### config.mk
export PLATFORM = sky130hd
export DESIGN_NAME = mpe_accumulator_flat
export DESIGN_NICKNAME = d
export VERILOG_FILES = /design/src/rtl/mpe_accumulator_pkg.sv /design/src/rtl/mpe_accumulator_if.sv /design/src/rtl/mpe_acc_lane.sv /design/src/rtl/mpe_accumulator.sv /design/src/flat_wrapper.sv
export SDC_FILE = /design/constraint.sdc
export NUM_CORES = 1
export LEC_CHECK = 0
export CORE_ASPECT_RATIO = 2
export CORE_MARGIN = 3
export CORE_UTILIZATION = 41
export DETAILED_ROUTE_END_ITERATION = 10
export PLACE_DENSITY_LB_ADDON = 0.2
export SYNTH_ARGS = -nofsm -noshare
export SYNTH_HDL_FRONTEND = slang
export SYNTH_SLANG_ARGS = --single-unit
### constraint.sdc
create_clock -name clk_i -period 7.96 [get_ports clk_i]
set_input_delay 2.388 -clock clk_i [delete_from_list [all_inputs] [get_ports clk_i]]
set_output_delay 2.388 -clock clk_i [all_outputs]
set_load 0.01 [all_outputs]
### src/rtl/mpe_accumulator_pkg.sv
// Shared constants for the MPE accumulator and the pooling stage that follows it.
// Includes a fixed-width saturating adder for reuse downstream.
package mpe_accumulator_pkg;

    localparam int OUTPUT_HEIGHT = 2;
    localparam int OUTPUT_WIDTH  = 2;
    localparam int OUT_BIN_LEN   = 16;
    localparam int ACC_BIN_LEN   = 32;

    typedef struct packed {
        logic [ACC_BIN_LEN-1:0] val;
        logic                   clamp;
    } sat_res_t;

    // Two's complement add, clamped to the ACC_BIN_LEN range; clamp marks saturation.
    function automatic sat_res_t sat_add(input logic [ACC_BIN_LEN-1:0] a,
                                         input logic [ACC_BIN_LEN-1:0] b);
        sat_res_t             res;
        logic [ACC_BIN_LEN:0] s;
        s         = {a[ACC_BIN_LEN-1], a} + {b[ACC_BIN_LEN-1], b};
        res.clamp = s[ACC_BIN_LEN] ^ s[ACC_BIN_LEN-1];
        res.val   = res.clamp ? {s[ACC_BIN_LEN], {(ACC_BIN_LEN-1){~s[ACC_BIN_LEN]}}}
                              : s[ACC_BIN_LEN-1:0];
        return res;
    endfunction

endpackage

### src/rtl/mpe_accumulator_if.sv
// MPE-side input beats plus the writeback-side tile handshake of the accumulator.
interface mpe_accumulator_if
    import mpe_accumulator_pkg::*;
#(
    parameter int OH    = OUTPUT_HEIGHT,
    parameter int OW    = OUTPUT_WIDTH,
    parameter int IN_W  = OUT_BIN_LEN,
    parameter int ACC_W = ACC_BIN_LEN
);
    logic [OH-1:0][OW-1:0][IN_W-1:0]  in_vals;
    logic                             in_valid;
    logic                             in_last;
    logic                             stall;
    logic [OH-1:0][OW-1:0][ACC_W-1:0] out_vals;
    logic                             out_valid;
    logic                             out_ready;
    logic                             out_ovf;
    logic                             busy;

    modport master (
        output in_vals, in_valid, in_last, out_ready,
        input  stall, out_vals, out_valid, out_ovf, busy
    );

    modport slave (
        input  in_vals, in_valid, in_last, out_ready,
        output stall, out_vals, out_valid, out_ovf, busy
    );

endinterface

### src/rtl/mpe_acc_lane.sv
// One accumulator lane: sign-extend the MPE value, add to the running sum, clamp.
module mpe_acc_lane #(
    parameter int IN_W  = 16,
    parameter int ACC_W = 32
) (
    input  logic [IN_W-1:0]  in_val_i,
    input  logic [ACC_W-1:0] acc_i,
    output logic [ACC_W-1:0] sum_o,
    output logic             clamp_o
);
    logic [ACC_W:0] in_ext;
    logic [ACC_W:0] acc_ext;
    logic [ACC_W:0] sum_w;

    assign in_ext  = {{(ACC_W+1-IN_W){in_val_i[IN_W-1]}}, in_val_i};
    assign acc_ext = {acc_i[ACC_W-1], acc_i};
    assign sum_w   = acc_ext + in_ext;
    // The two top bits disagree exactly when the sum left the ACC_W range.
    assign clamp_o = sum_w[ACC_W] ^ sum_w[ACC_W-1];

    always_comb begin
        sum_o = sum_w[ACC_W-1:0];
        if (clamp_o) sum_o = {sum_w[ACC_W], {(ACC_W-1){~sum_w[ACC_W]}}};
    end

endmodule

### src/rtl/mpe_accumulator.sv
// Sums MPE partial products over one output tile and hands the tile to writeback.
// The result register is the only output buffer; a full, unaccepted result stalls the MPE.
module mpe_accumulator
    import mpe_accumulator_pkg::*;
#(
    parameter int OH    = OUTPUT_HEIGHT,
    parameter int OW    = OUTPUT_WIDTH,
    parameter int IN_W  = OUT_BIN_LEN,
    parameter int ACC_W = ACC_BIN_LEN
) (
    input logic              clk_i,
    input logic              rst_i,
    mpe_accumulator_if.slave bus
);
    typedef logic [OH-1:0][OW-1:0][ACC_W-1:0] acc_arr_t;

    acc_arr_t              acc_q, acc_d;
    acc_arr_t              res_q, res_d;
    acc_arr_t              sum;
    logic [OH-1:0][OW-1:0] clamp;
    logic                  valid_q, valid_d;
    logic                  ovf_q, ovf_d;
    logic                  sticky_q, sticky_d;
    logic                  busy_q, busy_d;
    logic                  stall;
    logic                  in_fire;
    logic                  any_clamp;

    assign stall     = valid_q & ~bus.out_ready;
    assign in_fire   = bus.in_valid & ~stall;
    assign any_clamp = |clamp;

    for (genvar r = 0; r < OH; r++) begin : g_row
        for (genvar c = 0; c < OW; c++) begin : g_col
            mpe_acc_lane #(.IN_W(IN_W), .ACC_W(ACC_W)) u_lane (
                .in_val_i (bus.in_vals[r][c]),
                .acc_i    (acc_q[r][c]),
                .sum_o    (sum[r][c]),
                .clamp_o  (clamp[r][c])
            );
        end
    end

    always_comb begin
        acc_d    = acc_q;
        res_d    = res_q;
        valid_d  = valid_q;
        ovf_d    = ovf_q;
        sticky_d = sticky_q;
        busy_d   = busy_q;
        if (valid_q & bus.out_ready) valid_d = 1'b0;
        // A last beat may land in the same cycle the old tile is taken: no bubble.
        if (in_fire) begin
            if (bus.in_last) begin
                res_d    = sum;
                ovf_d    = sticky_q | any_clamp;
                valid_d  = 1'b1;
                acc_d    = '0;
                sticky_d = 1'b0;
                busy_d   = 1'b0;
            end else begin
                acc_d    = sum;
                sticky_d = sticky_q | any_clamp;
                busy_d   = 1'b1;
            end
        end
    end

    always_ff @(posedge clk_i) begin
        if (rst_i) begin
            acc_q    <= '0;
            res_q    <= '0;
            valid_q  <= 1'b0;
            ovf_q    <= 1'b0;
            sticky_q <= 1'b0;
            busy_q   <= 1'b0;
        end else begin
            acc_q    <= acc_d;
            res_q    <= res_d;
            valid_q  <= valid_d;
            ovf_q    <= ovf_d;
            sticky_q <= sticky_d;
            busy_q   <= busy_d;
        end
    end

    assign bus.stall     = stall;
    assign bus.out_vals  = res_q;
    assign bus.out_valid = valid_q;
    assign bus.out_ovf   = ovf_q;
    assign bus.busy      = busy_q;

endmodule

### src/flat_wrapper.sv
// flat-port wrapper written by rule: the top's interface ports become plain ports
module mpe_accumulator_flat import mpe_accumulator_pkg::*;
#(
    parameter int OH    = OUTPUT_HEIGHT,
    parameter int OW    = OUTPUT_WIDTH,
    parameter int IN_W  = OUT_BIN_LEN,
    parameter int ACC_W = ACC_BIN_LEN
)
  (clk_i, rst_i, bus_in_vals, bus_in_valid, bus_in_last, bus_out_ready, bus_stall, bus_out_vals, bus_out_valid, bus_out_ovf, bus_busy);
  mpe_accumulator_if #(.OH(OH), .OW(OW), .IN_W(IN_W), .ACC_W(ACC_W)) bus_i ();
  input logic clk_i;
  input logic rst_i;
  input wire logic [$bits(bus_i.in_vals)-1:0] bus_in_vals;
  input wire logic [$bits(bus_i.in_valid)-1:0] bus_in_valid;
  input wire logic [$bits(bus_i.in_last)-1:0] bus_in_last;
  input wire logic [$bits(bus_i.out_ready)-1:0] bus_out_ready;
  output wire logic [$bits(bus_i.stall)-1:0] bus_stall;
  output wire logic [$bits(bus_i.out_vals)-1:0] bus_out_vals;
  output wire logic [$bits(bus_i.out_valid)-1:0] bus_out_valid;
  output wire logic [$bits(bus_i.out_ovf)-1:0] bus_out_ovf;
  output wire logic [$bits(bus_i.busy)-1:0] bus_busy;
  assign bus_i.in_vals = bus_in_vals;
  assign bus_i.in_valid = bus_in_valid;
  assign bus_i.in_last = bus_in_last;
  assign bus_i.out_ready = bus_out_ready;
  assign bus_stall = bus_i.stall;
  assign bus_out_vals = bus_i.out_vals;
  assign bus_out_valid = bus_i.out_valid;
  assign bus_out_ovf = bus_i.out_ovf;
  assign bus_busy = bus_i.busy;
  mpe_accumulator #(.OH(OH), .OW(OW), .IN_W(IN_W), .ACC_W(ACC_W)) u_core (.clk_i(clk_i), .rst_i(rst_i), .bus(bus_i));
endmodule
==> impl_metrics.toml <==
[cts]
cts.path.max_buffers = 3
cts_buffers = 27
post_cts_resized = 0
cts_tree = "built"
root_buffer = "clkbuf_16"
cts-hold-fix-buffers = 0
clkLatencyLatePin_ps = 560
cts.htree.levels = 1
clkTransAtPathRegs_ps = 70
clkSinkCount = 260
postCtsSetupRepairBufs = 0

[power]
p_per_area_nw_per_um2 = 251
power.leakage_nw = 8.60
vdd_ir_drop_max_mv = 0.192

[route]
vias = 15800
wire_per_inst_um = 20.4
vias_per_cell = 5.81
wirelength_um = 55300
ant_nets = 0
drc = 0
dr.pass1.iters = 5
drt_iter0_markers = 560

[grt]
antenna_found_initial = 1
grtUsageTotal_pct = 24.8
grt_pass1_wl_um = 86800
grt_pass1_vias = 16000
grt_max_degree = 94
globalRouteOverflowTotal = 0

[critical_path]
crit_slowest_cell = "clkdlybuf4s50_1"
critical_path_cell_count = 17
cp_max_fo = 11
cp.required_ps = 8440
reg2reg_depth = 16
crit_chain = "clkdlybuf4s50_1 -> ha_1 -> a21oi_1 -> o21a_1 -> o21ai_0 -> a21o_1 -> a2111oi_0 -> o32ai_1 -> a31oi_1 -> a21oi_1 -> xor2_1 -> ha_1 -> nand3b_1 -> o21ai_0 -> nor2_1 -> nand2_1 -> o21ai_0"
crit_type = "input pin to register"
cp_top_family = "compound AO/OA/AOI/OAI gates"
critical_path_buf_inv_count = 1
crit_top_cell = "o21ai_0"
max_stage_delay_ps = 690
cp-start-kind = "input pin"
endpoint_kind = "register"
critPathArrivalTime_ps = 7110

[timing]
drv_slew = 0
max_freq_mhz = 151
fin_setup_tns_ps = 0
relSlewSlack_pct = 34.0
fin_skew_ps = 11.2
worst_pin_slew_ps = 990
grt_setup_unrepaired = "no"
hold_violations = 0
fin_crit_sh_pct = 83.3
period_minus_slack_ps = 6630
setup_viol = 0

[floorplan]
ios = 201
die_y_um = 290
die_area_um2 = 42900
core_area_um2 = 39700
die_width_um = 148
fp-row-count = 103
floorplan.initialDensity_pct = 41.6

[synthesis]
synth_warnings = 0
synth_cell_types = 75
avgSynthCellArea_um2 = 8.12
synthCells = 2034
synth_commonest_cells = "dfxtp_1 (260), a21oi_1 (217), o21ai_0 (202), nand2_1 (185), nor2_1 (147)"
synth_ff_type = "dfxtp_1"
synth_top_area_share_pct = 31.5
syn_nets = 2241
synth_edf_count = 0
syn_area_um2 = 16500
ys_ff_latch = 260
netlist_top_cells_area = "dfxtp_1 (32%), ha_1 (10%), a21oi_1 (6.6%)"
yosysTopAreaCell = "dfxtp_1"
yosysMostFrequentCell = "dfxtp_1"
ys_seq_area_share_pct = 31.5
synth-async-reset-ratio_pct = 0

[min_path]
hp-class = "register to register"
hold_depth = 2

[cells_and_area]
area_delta_synth_final_pct = 20.5
drive_gt1_share_pct = 6.03
fillCellCount = 4022
diodes = 0
final_util_pct = 50.1
postLayoutCellArea_um2 = 19900
nets = 2377

[placement]
dpl_cell_area_um2 = 19000
hpwl_um = 40900
io_buffer_count = 200
gp_congestion = 0.935

[run]
cap_violations = 0

[outcome]
outcome = "complete, no violations"
==> stage by stage <==
step	instances	total power, mW	setup slack (ps)	hold WS, ps
2_1_floorplan	2034	2.94	1760	417
3_3_place_gp	2666	3.67	905	439
3_5_place_dp	2666	3.69	799	440
4_1_cts	2715	5.02	1360	457
5_1_grt	2715	5.30	985	478
6_report	2715	5.00	1330	454
==> cells in the final DEF (no fill, tap or decap), types with 34 or more instances in the layout <==
cell type / netlist / final
dfxtp_1: 260 / 260
a21oi_1: 217 / 217
o21ai_0: 202 / 202
clkdlybuf4s50_1: 0 / 199
nand2_1: 185 / 184
nor2_1: 147 / 145
ha_1: 134 / 134
a21o_1: 81 / 81
xnor2_1: 61 / 61
xor2_1: 45 / 45
buf_4: 0 / 37
inv_1: 37 / 36
a221o_1: 34 / 34
==> layer usage <==
metal	part of all wire [%]	track usage, %	vias to the layer above
met5	0	0	-
met4	3.7	8.96	0
met3	4.5	3.41	114
met2	54	48.1	411
met1	38	26.9	7509
li1	-	-	7739
==> worst paths after layout <==
check,start,end,slack (ps)
setup / recovery,bus_in_vals[15],u_core.acc_q[13],1330
hold / removal,u_core.sticky_q,u_core.sticky_q,450
setup reg to reg,u_core.acc_q[1],u_core.acc_q[13],3300
hold reg to reg,u_core.sticky_q,u_core.sticky_q,450
==> cell families (layout without fill, tap and decap cells) <==
kind of cell	after synthesis	count (layout)	synth area share [%]
AO/OA/AOI/OAI	819	819	32.5
AND/OR/NAND/NOR	529	529	14.8
XOR/XNOR	106	106	5.62
multiplexers	12	12	0.773
buffers and inverters	170	326	4.08
flip-flops	260	260	31.5
adder cells (fa/ha/maj)	138	138	10.6
==> where the power goes <==
part,switching [mW],internal (mW)
Clock,0.599,0.719
Sequential,0.104,1.46
Combinational,1.26,0.853
==> worst reg2reg max path, cell delays in order, from the launching register on <==
cell      delay, ps
dfxtp_1         350
ha_1            300
a21o_1          120
a21oi_1         130
o21a_1          230
nor4_1          530
o21ai_0         310
o32ai_1         510
a31oi_1         170
a21oi_1         260
xor2_1          110
ha_1            430
nand3b_1        130
o21ai_0         120
nor2_1          450
nand2_1         230
o21ai_0         210
==> registers in the layout, indices dropped and copies added (netlist names) <==
signal	count
u_core.sticky_q	1
u_core.bus.out_vals	128
u_core.bus.busy	1
u_core.acc_q	128
u_core.bus.out_ovf	1
u_core.bus.out_valid	1
==> area by class of cell <==
class / count / area [µm²] / share of cell area [%]
clock inverters: 20 / 201 / 1.01
well taps: 525 / 657 / 3.30
flip-flops and latches: 260 / 5200 / 26.2
repair buffers: 240 / 2330 / 11.7
clock buffers: 29 / 703 / 3.53
multi-input cells: 1604 / 10700 / 53.6
inverters: 37 / 139 / 0.698
(Power assumes the default switching activity.)
